--- config.mk ---
export PLATFORM = sky130hd
export DESIGN_NAME = mem_access_sequencer
export DESIGN_NICKNAME = d
export VERILOG_FILES = /design/src/rtl/mem_access_sequencer.sv
export SDC_FILE = /design/constraint.sdc
export NUM_CORES = 1
export LEC_CHECK = 0
export BUFFER_PORTS_ARGS = -buffer_cell sky130_fd_sc_hd__buf_4
export CAP_MARGIN = 0
export CORE_MARGIN = 8
export CORE_UTILIZATION = 48
export DETAILED_ROUTE_END_ITERATION = 10
export PLACE_DENSITY = 0.94
export SLEW_MARGIN = 30
export SYNTH_ARGS = -nofsm -noshare
export SYNTH_HDL_FRONTEND = slang
export SYNTH_SLANG_ARGS = --single-unit
--- constraint.sdc ---
create_clock -name clk -period 4.9 [get_ports clk]
set_input_delay 0.245 -clock clk [delete_from_list [all_inputs] [get_ports clk]]
set_output_delay 0.245 -clock clk [all_outputs]
set_load 0.02 [all_outputs]
--- src/rtl/mem_access_sequencer.sv ---
// mem_access_sequencer
//
// Arbitrates and sequences the single shared instruction/data memory between
// the instruction-fetch requester and the load/store requester of the
// multicycle CPU. One request is served at a time. The block drives the memory
// address, write-data and write-enable lines and counts out the fixed read
// latency. It then returns the captured read word with a one-cycle done pulse.
//
// Optional feature (compile-time macro MEMSEQ_MISALIGN_CHECK_EN):
//   When defined, a request with addr[1:0] != 0 skips the memory access and
//   completes immediately with err=1. When undefined, err is tied low.
//
// Ports:
//   clk, reset               clock, synchronous active-high reset
//   if_req/if_addr           fetch read request (held until if_done)
//   if_done/if_rdata         fetch completion pulse / last fetched word
//   d_req/d_we/d_addr/d_wdata  data request (held until d_done)
//   d_done/d_rdata           data completion pulse / last loaded word
//   err                      misaligned-access flag, valid with a done pulse
//   mem_addr/mem_wdata       registered memory address / write data
//   mem_wr                   memory write enable
//   mem_rdata                memory read data
//   busy, estado             state != IDLE, current state code (debug)
module mem_access_sequencer #(
    parameter int ADDR_W   = 32,
    parameter int DATA_W   = 32,
    parameter int READ_LAT = 2
) (
    input  logic              clk,
    input  logic              reset,
    input  logic              if_req,
    input  logic [ADDR_W-1:0] if_addr,
    output logic              if_done,
    output logic [DATA_W-1:0] if_rdata,
    input  logic              d_req,
    input  logic              d_we,
    input  logic [ADDR_W-1:0] d_addr,
    input  logic [DATA_W-1:0] d_wdata,
    output logic              d_done,
    output logic [DATA_W-1:0] d_rdata,
    output logic              err,
    output logic [ADDR_W-1:0] mem_addr,
    output logic [DATA_W-1:0] mem_wdata,
    output logic              mem_wr,
    input  logic [DATA_W-1:0] mem_rdata,
    output logic              busy,
    output logic [1:0]        estado
);

    typedef enum logic [1:0] {
        S_IDLE   = 2'd0,
        S_ACCESS = 2'd1,
        S_WAIT   = 2'd2,
        S_DONE   = 2'd3
    } state_t;

    localparam logic [3:0] LAT_INIT = 4'(READ_LAT);

    state_t            state_q, state_d;
    logic [3:0]        cnt_q, cnt_d;
    logic              last_owner_q, last_owner_d;  // 1 = data port, 0 = fetch
    logic              owner_q, owner_d;            // owner of current transaction
    logic              we_q, we_d;
    logic [ADDR_W-1:0] mem_addr_q, mem_addr_d;
    logic [DATA_W-1:0] mem_wdata_q, mem_wdata_d;
    logic [DATA_W-1:0] if_rdata_q, if_rdata_d;
    logic [DATA_W-1:0] d_rdata_q, d_rdata_d;

    // Data wins when it is the only requester, or on a tie when fetch was
    // served last. last_owner resets to fetch, so the first tie goes to data.
    logic              grant_data;
    logic [ADDR_W-1:0] grant_addr;
    assign grant_data = d_req & (~if_req | ~last_owner_q);
    assign grant_addr = grant_data ? d_addr : if_addr;

`ifdef MEMSEQ_MISALIGN_CHECK_EN
    logic err_q, err_d;
    logic misal;
    assign misal = |grant_addr[1:0];
`endif

    // State and datapath registers
    always_ff @(posedge clk) begin
        if (reset) begin
            state_q      <= S_IDLE;
            cnt_q        <= '0;
            last_owner_q <= 1'b0;
            owner_q      <= 1'b0;
            we_q         <= 1'b0;
            mem_addr_q   <= '0;
            mem_wdata_q  <= '0;
            if_rdata_q   <= '0;
            d_rdata_q    <= '0;
`ifdef MEMSEQ_MISALIGN_CHECK_EN
            err_q        <= 1'b0;
`endif
        end else begin
            state_q      <= state_d;
            cnt_q        <= cnt_d;
            last_owner_q <= last_owner_d;
            owner_q      <= owner_d;
            we_q         <= we_d;
            mem_addr_q   <= mem_addr_d;
            mem_wdata_q  <= mem_wdata_d;
            if_rdata_q   <= if_rdata_d;
            d_rdata_q    <= d_rdata_d;
`ifdef MEMSEQ_MISALIGN_CHECK_EN
            err_q        <= err_d;
`endif
        end
    end

    // Next-state and datapath update
    always_comb begin
        state_d      = state_q;
        cnt_d        = cnt_q;
        last_owner_d = last_owner_q;
        owner_d      = owner_q;
        we_d         = we_q;
        mem_addr_d   = mem_addr_q;
        mem_wdata_d  = mem_wdata_q;
        if_rdata_d   = if_rdata_q;
        d_rdata_d    = d_rdata_q;
`ifdef MEMSEQ_MISALIGN_CHECK_EN
        err_d        = err_q;
`endif
        case (state_q)
            S_IDLE: begin
                if (if_req | d_req) begin
                    owner_d      = grant_data;
                    last_owner_d = grant_data;
                    we_d         = grant_data & d_we;  // fetch is always a read
                    mem_addr_d   = grant_addr;
                    if (grant_data) begin
                        mem_wdata_d = d_wdata;
                    end
`ifdef MEMSEQ_MISALIGN_CHECK_EN
                    err_d   = misal;
                    state_d = misal ? S_DONE : S_ACCESS;
`else
                    state_d = S_ACCESS;
`endif
                end
            end
            S_ACCESS: begin
                if (we_q) begin
                    state_d = S_DONE;
                end else begin
                    cnt_d   = LAT_INIT;
                    state_d = S_WAIT;
                end
            end
            S_WAIT: begin
                cnt_d = cnt_q - 4'd1;
                // Last wait cycle: memory data is valid now.
                if (cnt_q == 4'd1) begin
                    if (owner_q) begin
                        d_rdata_d = mem_rdata;
                    end else begin
                        if_rdata_d = mem_rdata;
                    end
                    state_d = S_DONE;
                end
            end
            S_DONE: begin
                state_d = S_IDLE;
            end
            default: begin
                state_d = S_IDLE;
            end
        endcase
    end

    // Outputs
    always_comb begin
        busy    = (state_q != S_IDLE);
        estado  = state_q;
        mem_wr  = (state_q == S_ACCESS) & we_q;
        if_done = (state_q == S_DONE) & ~owner_q;
        d_done  = (state_q == S_DONE) & owner_q;
`ifdef MEMSEQ_MISALIGN_CHECK_EN
        err     = (state_q == S_DONE) & err_q;
`else
        err     = 1'b0;
`endif
    end

    assign mem_addr  = mem_addr_q;
    assign mem_wdata = mem_wdata_q;
    assign if_rdata  = if_rdata_q;
    assign d_rdata   = d_rdata_q;

endmodule
==> flow_summary_export.csv, run 1 <==
group,metric,value,unit
global_routing,grt_pass1_wl,29840,um
global_routing,grt_max_degree,91,
run,maxCapViolations,0,
clock_network,cts_resized,0,
routing,wl_per_cell,18.29,um
logic_synthesis,yosysSeqAreaShare,50.43,%
worst_setup_path,start_kind,"flip-flop",
global_routing,antenna_found_initial,0,
min_path,hold_start,"mem_rdata[12]",
placed_design,gp_congestion,0.7844,
worst_setup_path,crit_fanout,32,
global_routing,grt_pass1_vias,5925,
floorplanning,die-area,0.01490,mm2
layout,seqCellArea,0.002723,mm2
placed_design,dp_hpwl,12790,um
logic_synthesis,syn-cell-area,0.005399,mm2
placed_design,dp_cells,987,
min_path,hold_path.class,"in -> reg",
timing,skew,0.009497,ns
timing,clock.fmax,479.9,MHz
routing,drtIter0Drc,627,
status,status,"completed",
worst_setup_path,cp.arrival,2.51,ns
layout,design_area,0.008522,mm2
clock_network,cts_hold_buf,62,
logic_synthesis,syn_avg_cell_area,8.666,um2
worst_setup_path,cpMaxStageDelayCell,"and2_2",
timing,slew_headroom,36.02,%
timing,worst_pin_slew,0.9597,ns
logic_synthesis,synth.area.top_cells,"dfxtp_1, nand2_1, a21oi_1",
logic_synthesis,synth_cell_type_count,31,
logic_synthesis,synth_nets,762,
clock_network,cts_buffers,17,
layout,layout.cells.non_filler,1080,
logic_synthesis,ys_ff_latch,136,
routing,drc,0,
layout,final_cell_mix,"buf_4, nand2_1, dfxtp_1, a21oi_1, dlygate4sd3_1",
floorplanning,initial_utilization,49.59,%
worst_setup_path,end_kind,"flip-flop",
global_routing,track_usage,25.32,%
worst_setup_path,crit_type,"reg -> reg",
timing,period_share,42.52,%
clock_network,tritoncts,"built",
routing,drtAntennaViolNets,0,
floorplanning,die_y,122.1,um
worst_setup_path,critPathMaxStageDelay,0.58,ns
timing,setup_violations,0,
min_path,min_path_cells,3,
global_routing,gr-total-overflow,0,
logic_synthesis,ys.warnings.count,0,
worst_setup_path,r2r_cells,6,
layout,nets,1067,
power,leakage,3.716,nW
power,ir_drop,352.8,uV
placed_design,io_buffers,266,
timing,hold_viol_final,0,
clock_network,clockBufferDepth,2,
worst_setup_path,rr_startpoint,"estado[0]",
placed_design,placed_cell_area,0.007302,mm2
timing,tns,0,ns
worst_setup_path,crit_chain,"inv_1, ha_1, and4bb_1, and2_2, nand2_1, a21oi_1",
worst_setup_path,crit_start,"estado[0]",
routing,via_count,5805,
logic_synthesis,netlist_instances,623,
clock_network,cts_root_buf,"clkbuf_8",
layout,mostFrequentLayoutCell,"buf_4",
routing,viasPerCell,5.375,
floorplanning,core,0.01089,mm2
layout,layout-drive-gt1-share,35.74,%
timing,rsz0062_at_grt,"false",
logic_synthesis,synth_top_area_share,50.43,%
power,p_per_area,458.9,mW/mm2
power,power,3.911,mW
routing,firstDrtPassIters,5,
floorplanning,io_pins,268,
layout,multi_input_area,0.002347,mm2
worst_setup_path,cp.required,5.32,ns
clock_network,worstSkewPairLatency,0.51,ns
clock_network,postCtsSetupBuffers,0,
floorplanning,row_count,38,
logic_synthesis,yosysTopAreaCell,"dfxtp_1",
layout,fill_cells,630,
layout,diodes,0,
timing,period_needed,2.084,ns
clock_network,cts.sinks,136,
layout,area_delta_synth_final,57.84,%
clock_network,clk_pin_slew,0.06,ns
clock_network,htreeDepth,4,
routing,wirelength,19760,um
floorplanning,die_w,122.1,um
timing,slew_viol_final,0,
-- flip-flops by register name, indices dropped and copies added (netlist names) --
| register | count |
|---|---|
| estado | 2 |
| mem_addr | 32 |
| mem_wdata | 32 |
| d_rdata | 32 |
| we_q | 1 |
| if_rdata | 32 |
| owner_q | 1 |
| cnt_q | 4 |
-- critical path: cells and delay by family, from the launching register on --
kind | cells | cell delay [ns]
compound gates | 1 | 0.19
flops | 1 | 0.38
simple gates | 3 | 1.03
fa+ha+maj | 1 | 0.29
buf+inv | 1 | 0.11
-- synthesized netlist by cell type --
| cell type | instances |
|---|---|
| nand2_1 | 197 |
| dfxtp_1 | 136 |
| a21oi_1 | 74 |
| nor2_1 | 39 |
| a211oi_1 | 33 |
| mux2i_1 | 33 |
| a21oi_2 | 28 |
| clkbuf_1 | 15 |
| buf_6 | 14 |
| buf_2 | 11 |
| ha_1 | 6 |
| inv_1 | 6 |
| buf_4 | 5 |
| a22oi_1 | 3 |
| and2_1 | 3 |
| o21ai_0 | 3 |
| nor2b_1 | 2 |
| nor3_1 | 2 |
| a21boi_1 | 1 |
| a31o_2 | 1 |
| and2b_1 | 1 |
| and3_1 | 1 |
| and4bb_1 | 1 |
| buf_1 | 1 |
| clkbuf_8 | 1 |
| conb_1 | 1 |
| mux2_2 | 1 |
| nor2_4 | 1 |
| nor3b_1 | 1 |
| or2b_4 | 1 |
| or3b_1 | 1 |
-- cells by family (layout without fill, tap and decap cells) --
family / count (synthesis) / count (layout) / share of synthesized area [%]
muxes: 34 / 34 / 6.327
AOI/OAI and AO/OA: 143 / 143 / 16.99
adders and majority gates: 6 / 6 / 1.390
and+or+nand+nor: 250 / 250 / 18.38
DFF: 136 / 136 / 50.43
other: 1 / 1 / 0.06946
buffers and inverters: 53 / 370 / 6.419
-- through the flow --
stage	hold WS (ns)	utilization, %	worst slack, ns
after floorplan	0.3810	-	3.124
after global placement	0.4419	67.01	2.590
after detailed placement	0.4466	67.07	2.905
after CTS	0.0003075	78.27	2.861
after global routing	0.009251	78.27	2.678
final	0.02553	78.27	2.816
-- final cells by class --
type                    instances  area share, %
flip-flops and latches        136          31.95
repair buffers                333          31.16
inverters                       6         0.2643
clock inverters                12          2.085
well taps                     140          2.055
clock buffers                  19          4.948
multi-input cells             434          27.54
-- power by group --
part	switching (mW)	total, mW	leakage (nW)	internal, mW
Sequential	0.123	1.41	1.11	1.29
Combinational	0.699	1.20	2.33	0.506
Clock	0.471	1.29	0.280	0.823
-- final timing paths --
kind | end | slack, ns
max reg2reg | d_rdata[26] | 2.82
min reg2reg | mem_wdata[2] | 0.45
min | d_rdata[12] | 0.03
max | d_rdata[26] | 2.82
-- metal layers --
| metal | global-route usage [%] | up-vias | part of all wire, % |
|---|---|---|---|
| met5 | 0 | - | 0 |
| met4 | 12.72 | 0 | 4.3 |
| met3 | 10.41 | 63 | 11 |
| met2 | 45.85 | 349 | 51 |
| met1 | 24.32 | 2716 | 34 |
| li1 | - | 2677 | - |
Note: power is estimated with default switching activity, not from simulation.
==> run 2, diff against run 1 <==
--- a/config.mk
+++ b/config.mk
@@ -8,9 +8,9 @@
 export BUFFER_PORTS_ARGS = -buffer_cell sky130_fd_sc_hd__buf_4
 export CAP_MARGIN = 0
 export CORE_MARGIN = 8
-export CORE_UTILIZATION = 48
+export CORE_UTILIZATION = 46
 export DETAILED_ROUTE_END_ITERATION = 10
-export PLACE_DENSITY = 0.94
+export PLACE_DENSITY = 0.91
 export SLEW_MARGIN = 30
 export SYNTH_ARGS = -nofsm -noshare
 export SYNTH_HDL_FRONTEND = slang
==> constraint.sdc (replaced) <==
create_clock -name clk -period 2 [get_ports clk]
set_input_delay 0.1 -clock clk [delete_from_list [all_inputs] [get_ports clk]]
set_output_delay 0.1 -clock clk [all_outputs]
set_load 0.02 [all_outputs]
==> run 2 against run 1 <==
  * Register-to-register slack worse by 2.6 ns
  * Via count is 0.93% lower
  * Cell area is 2.2% higher
  * Clock skew is 0.0020 ns lower
  * Sequential share of layout area is 0.68 points lower
  * Combinational power grew to 2.6 times the previous value
==> flow_summary_export.csv, run 2 (synthesized netlist as in run 1, its figures left out) <==
group,metric,value,unit
clock_network,htreeDepth,4,
routing,wl_per_cell,18.13,um
global_routing,track_usage,24.44,%
global_routing,grt.met3_usage,8.255,%
layout,fill_cells,712,
global_routing,antenna_found_initial,1,
timing,clock.fmax,546.2,MHz
worst_setup_path,crit_chain,"inv_1, ha_1, and2_1, buf_12, nand2_1, a21oi_1",
floorplanning,die-area,0.01546,mm2
worst_setup_path,cp.arrival,2.15,ns
layout,mostFrequentLayoutCell,"buf_4",
timing,setup_violations,0,
run,maxCapViolations,0,
timing,worst_slack,0.1691,ns
clock_network,cts_root_buf,"clkbuf_16",
placed_design,io_buffers,266,
layout,layout-drive-gt1-share,36.03,%
global_routing,grtUsageMet1,26.10,%
placed_design,dp_hpwl,12660,um
global_routing,grt.met2_usage,41.97,%
power,p_per_area,1129,mW/mm2
worst_setup_path,start_kind,"flip-flop",
worst_setup_path,cpMaxStageDelayCell,"and2_1",
timing,rsz0062_at_grt,"false",
layout,multi_input_area,0.002341,mm2
timing,tns,0,ns
routing,firstDrtPassIters,5,
power,ir_drop,847.4,uV
timing,slew_viol_final,0,
routing,viasPerCell,5.247,
routing,wirelength,19870,um
timing,period_share,91.54,%
floorplanning,die_w,124.3,um
timing,slew_headroom,51.35,%
timing,hold_viol_final,0,
timing,worst_pin_slew,0.7297,ns
routing,via_count,5751,
clock_network,clockBufferDepth,2,
routing,drtAntennaViolNets,0,
clock_network,cts.sinks,136,
placed_design,gp_congestion,0.8267,
worst_setup_path,critPathMaxStageDelay,0.61,ns
worst_setup_path,crit_fanout,17,
clock_network,cts_buffers,17,
floorplanning,io_pins,268,
worst_setup_path,r2r_cells,6,
clock_network,worstSkewPairLatency,0.40,ns
global_routing,gr-total-overflow,0,
timing,period_needed,1.831,ns
global_routing,gr-max-usage-layer,"met2",
floorplanning,core,0.01142,mm2
worst_setup_path,regToRegSetupSlack,0.17,ns
layout,area_delta_synth_final,61.30,%
layout,postLayoutCoreUtil,76.27,%
clock_network,clk_pin_slew,0.06,ns
clock_network,postCtsSetupBuffers,0,
min_path,hold_path.class,"in -> reg",
global_routing,grt_max_degree,75,
floorplanning,initial_utilization,47.28,%
routing,drc,0,
status,status,"completed",
layout,final_cell_mix,"buf_4, nand2_1, dfxtp_1, a21oi_1, dlygate4sd3_1",
worst_setup_path,crit_type,"reg -> reg",
global_routing,grt_pass1_wl,30990,um
power,leakage,3.810,nW
floorplanning,die_y,124.3,um
worst_setup_path,end_kind,"flip-flop",
min_path,min_path_cells,3,
global_routing,grt_pass1_vias,5997,
floorplanning,row_count,39,
placed_design,place_ws,0.2733,ns
worst_setup_path,cp.required,2.32,ns
clock_network,tritoncts,"built",
layout,seqCellArea,0.002723,mm2
routing,drtIter0Drc,526,
clock_network,cts_resized,0,
layout,nets,1080,
timing,skew,0.007485,ns
[run 2: cell types whose count changed in the layout (fill, tap and decap cells not counted), sizes merged]
cell	before	now
buf	271	280
clkbuf	19	18
clkinv	4	5
clkinvlp	4	2
diode	0	1
dlygate4sd3	62	66
inv	6	7
[run 2: power breakdown]
part	internal (mW)	switching, mW	leakage, nW	total, mW
registers	3.16	0.277	1.11	3.44
logic	1.34	1.78	2.40	3.11
clock network	2.11	1.18	0.298	3.29
[run 2: per-stage QoR]
| stage | instances | power [mW] | hold slack (ns) | instance area [um2] |
|---|---|---|---|---|
| 3_3_place_gp | 999 | 6.322 | 0.3453 | 7430 |
| 5_1_grt | 1096 | 10.24 | 0.04743 | 8708 |
| 6_report | 1096 | 9.833 | 0.03904 | 8708 |
| 3_5_place_dp | 999 | 6.405 | 0.3578 | 7430 |
| 4_1_cts | 1095 | 9.780 | 0.02939 | 8706 |
| 2_1_floorplan | 623 | 5.154 | 0.2360 | 5399 |
[run 2: path summary, 6_finish.rpt]
check                     from            end
hold reg to reg   mem_wdata[0]   mem_wdata[0]
setup / recovery     estado[1]  mem_wdata[25]
setup reg to reg     estado[1]  mem_wdata[25]
hold / removal     if_addr[26]   mem_addr[26]
[run 2: worst max-delay path, delay by kind of cell, from the launching register on]
| family | cells | cell delay, ns |
|---|---|---|
| adders and majority gates | 1 | 0.19 |
| AOI/OAI and AO/OA | 1 | 0.15 |
| and+or+nand+nor | 2 | 0.68 |
| DFF | 1 | 0.36 |
| buffers and inverters | 2 | 0.35 |
[run 2: layer usage]
layer | wire [um] | part of all wire, % | vias up
met4 | 704 | 3.5 | 0
met1 | 7622 | 38 | 2680
met2 | 9724 | 49 | 318
met3 | 1818 | 9.1 | 49
li1 | - | - | 2704
met5 | 0 | 0 | -
[run 2: cell type report]
cell class                 instances  share of cell area, %
tap                              143                  2.055
clock inverter                    12                  2.026
clock buffer                      18                  5.043
multi-input combinational        434                  26.88
antenna                            1                0.02874
inverter                           6                 0.2586
sequential                       136                  31.26
timing repair buffer             346                  32.44
[run 2: timing repair]
action                     in CTS  in global routing
hold buffers                   66                  0
setup endpoints to repair       0                  0
hold endpoints to repair       99                  0
==> run 3, diff against run 2 <==
--- a/config.mk
+++ b/config.mk
@@ -11,6 +11,7 @@
 export CORE_UTILIZATION = 46
 export DETAILED_ROUTE_END_ITERATION = 10
 export PLACE_DENSITY = 0.91
+export RECOVER_POWER = 100
 export SLEW_MARGIN = 30
 export SYNTH_ARGS = -nofsm -noshare
 export SYNTH_HDL_FRONTEND = slang
==> run 3 against run 2 <==
  * Core utilization fell by 4.7 points
  * Sequential cell count did not move
  * Largest power group unchanged
  * First-iteration DRC count fell by 7.6%
  * Die area did not move
  * Largest cell class is now flip-flops and latches
==> flow_summary_export.csv, run 3 (synthesized netlist as in run 1, its figures left out) <==
group,metric,value,unit
clock_network,clockBufferDepth,2,
floorplanning,die-area,0.01546,mm2
worst_setup_path,end_kind,"output pin",
clock_network,postCtsSetupBuffers,0,
routing,wirelength,19840,um
timing,period_share,89.61,%
placed_design,gp_congestion,0.8267,
routing,wl_per_cell,18.11,um
worst_setup_path,cpMostUsedCell,"inv_1",
timing,tns,0,ns
layout,design_area,0.008177,mm2
status,status,"completed",
run,maxCapViolations,0,
worst_setup_path,crit_buf_inv,4,
worst_setup_path,cp_top_family,"buffers and inverters",
worst_setup_path,critPathMaxStageDelay,0.42,ns
placed_design,placed_cell_area,0.007430,mm2
global_routing,grt_max_degree,75,
floorplanning,row_count,39,
timing,setup_violations,0,
min_path,hold_path.class,"in -> reg",
worst_setup_path,cp.arrival,1.69,ns
layout,layout-drive-gt1-share,21.22,%
floorplanning,die_y,124.3,um
clock_network,clk_pin_slew,0.06,ns
power,leakage,3.255,nW
timing,rsz0062_at_grt,"false",
layout,mostFrequentLayoutCell,"nand2_1",
placed_design,io_buffers,266,
worst_setup_path,crit_type,"reg -> out",
global_routing,track_usage,24.44,%
layout,final_cell_mix,"nand2_1, buf_4, dfxtp_1, clkbuf_1, a21oi_1",
clock_network,worstSkewPairLatency,0.40,ns
timing,period_needed,1.792,ns
global_routing,antenna_found_initial,1,
timing,slew_headroom,54.15,%
worst_setup_path,cp.required,1.90,ns
clock_network,cts_resized,0,
placed_design,dp_hpwl,12660,um
floorplanning,io_pins,268,
worst_setup_path,start_kind,"flip-flop",
global_routing,grt_pass1_wl,30990,um
global_routing,gr-total-overflow,0,
worst_setup_path,crit_fanout,6,
routing,firstDrtPassIters,5,
layout,nets,1080,
routing,drc,0,
clock_network,cts_buffers,17,
routing,drtAntennaViolNets,0,
timing,slew_viol_final,0,
routing,via_count,5727,
timing,worst_pin_slew,0.6877,ns
global_routing,grt_pass1_vias,5997,
timing,hold_viol_final,0,
worst_setup_path,crit_chain,"inv_1, ha_1, buf_4, inv_1, clkbuf_1",
clock_network,tritoncts,"built",
layout,area_delta_synth_final,51.45,%
floorplanning,initial_utilization,47.28,%
timing,skew,0.006949,ns
routing,viasPerCell,5.225,
floorplanning,core,0.01142,mm2
clock_network,cts_root_buf,"clkbuf_16",
power,p_per_area,1157,mW/mm2
power,ir_drop,789.8,uV
clock_network,cts.sinks,136,
routing,drtIter0Drc,486,
floorplanning,die_w,124.3,um
clock_network,htreeDepth,4,
worst_setup_path,cpMaxStageDelayCell,"dfxtp_1",
timing,clock.fmax,558.0,MHz
==> run 3: cell types whose count changed in the layout (fill, tap and decap cells not counted) <==
| cell | change |
|---|---|
| clkbuf_1 | +133 |
| a21oi_1 | +8 |
| and2_1 | -1 |
| a21oi_2 | -8 |
| clkbuf_2 | +1 |
| and2_0 | +1 |
| buf_4 | -134 |
==> run 3: cell type report <==
cell class / count / area, um2
Antenna cell: 1 / 2.502
Clock buffer: 18 / 439.2
Clock inverter: 12 / 176.4
Fill cell: 893 / 3242
Inverter: 6 / 22.52
Multi-Input combinational cell: 434 / 2311
Sequential cell: 136 / 2723
Tap cell: 143 / 178.9
Timing Repair Buffer: 346 / 2323
==> run 3: what timing repair did <==
item | in CTS | in global routing
setup endpoints to repair | 0 | 0
endpoints found under the hold margin | 99 | 0
hold buffers | 66 | 0
==> run 3: layer usage <==
layer  global-route usage (%)  share of wire (%)  wire, um
met1                    26.10                 39      7812
met2                    41.97                 49      9684
met3                    8.255                8.2      1632
met4                    12.69                3.6       714
met5                        0                  0         0
==> run 3: power by group <==
group	total, mW	internal [mW]	switching [mW]
clock network	3.28	2.11	1.17
registers	3.42	3.16	0.268
logic	2.76	0.987	1.77
total	9.46	6.25	3.21
==> run 3: worst min-delay path, stage by stage <==
cell      delay (ns)
buf_4           0.10
mux2i_1         0.11
a211oi_1        0.08
==> run 3: final timing paths <==
check	from	to	slack [ns]	cells past startpoint
max	estado[1]	busy	0.21	5
min	if_addr[26]	mem_addr[26]	0.04	3
min reg2reg	mem_wdata[0]	mem_wdata[0]	0.45	2
max reg2reg	estado[1]	mem_wdata[25]	0.21	6
==> run 3: through the flow <==
stage               power, mW  setup WS (ns)  util [%]  instances  hold WS [ns]
finish                  9.461         0.2079     71.61       1096       0.03770
global route            9.875         0.1120     71.61       1096       0.04743
CTS                     9.780         0.2561     76.24       1095       0.02939
detailed placement      6.405         0.2733     65.07        999        0.3578
global placement        6.322         0.4371     65.07        999        0.3453
floorplan               5.154         0.2239         -        623        0.2360
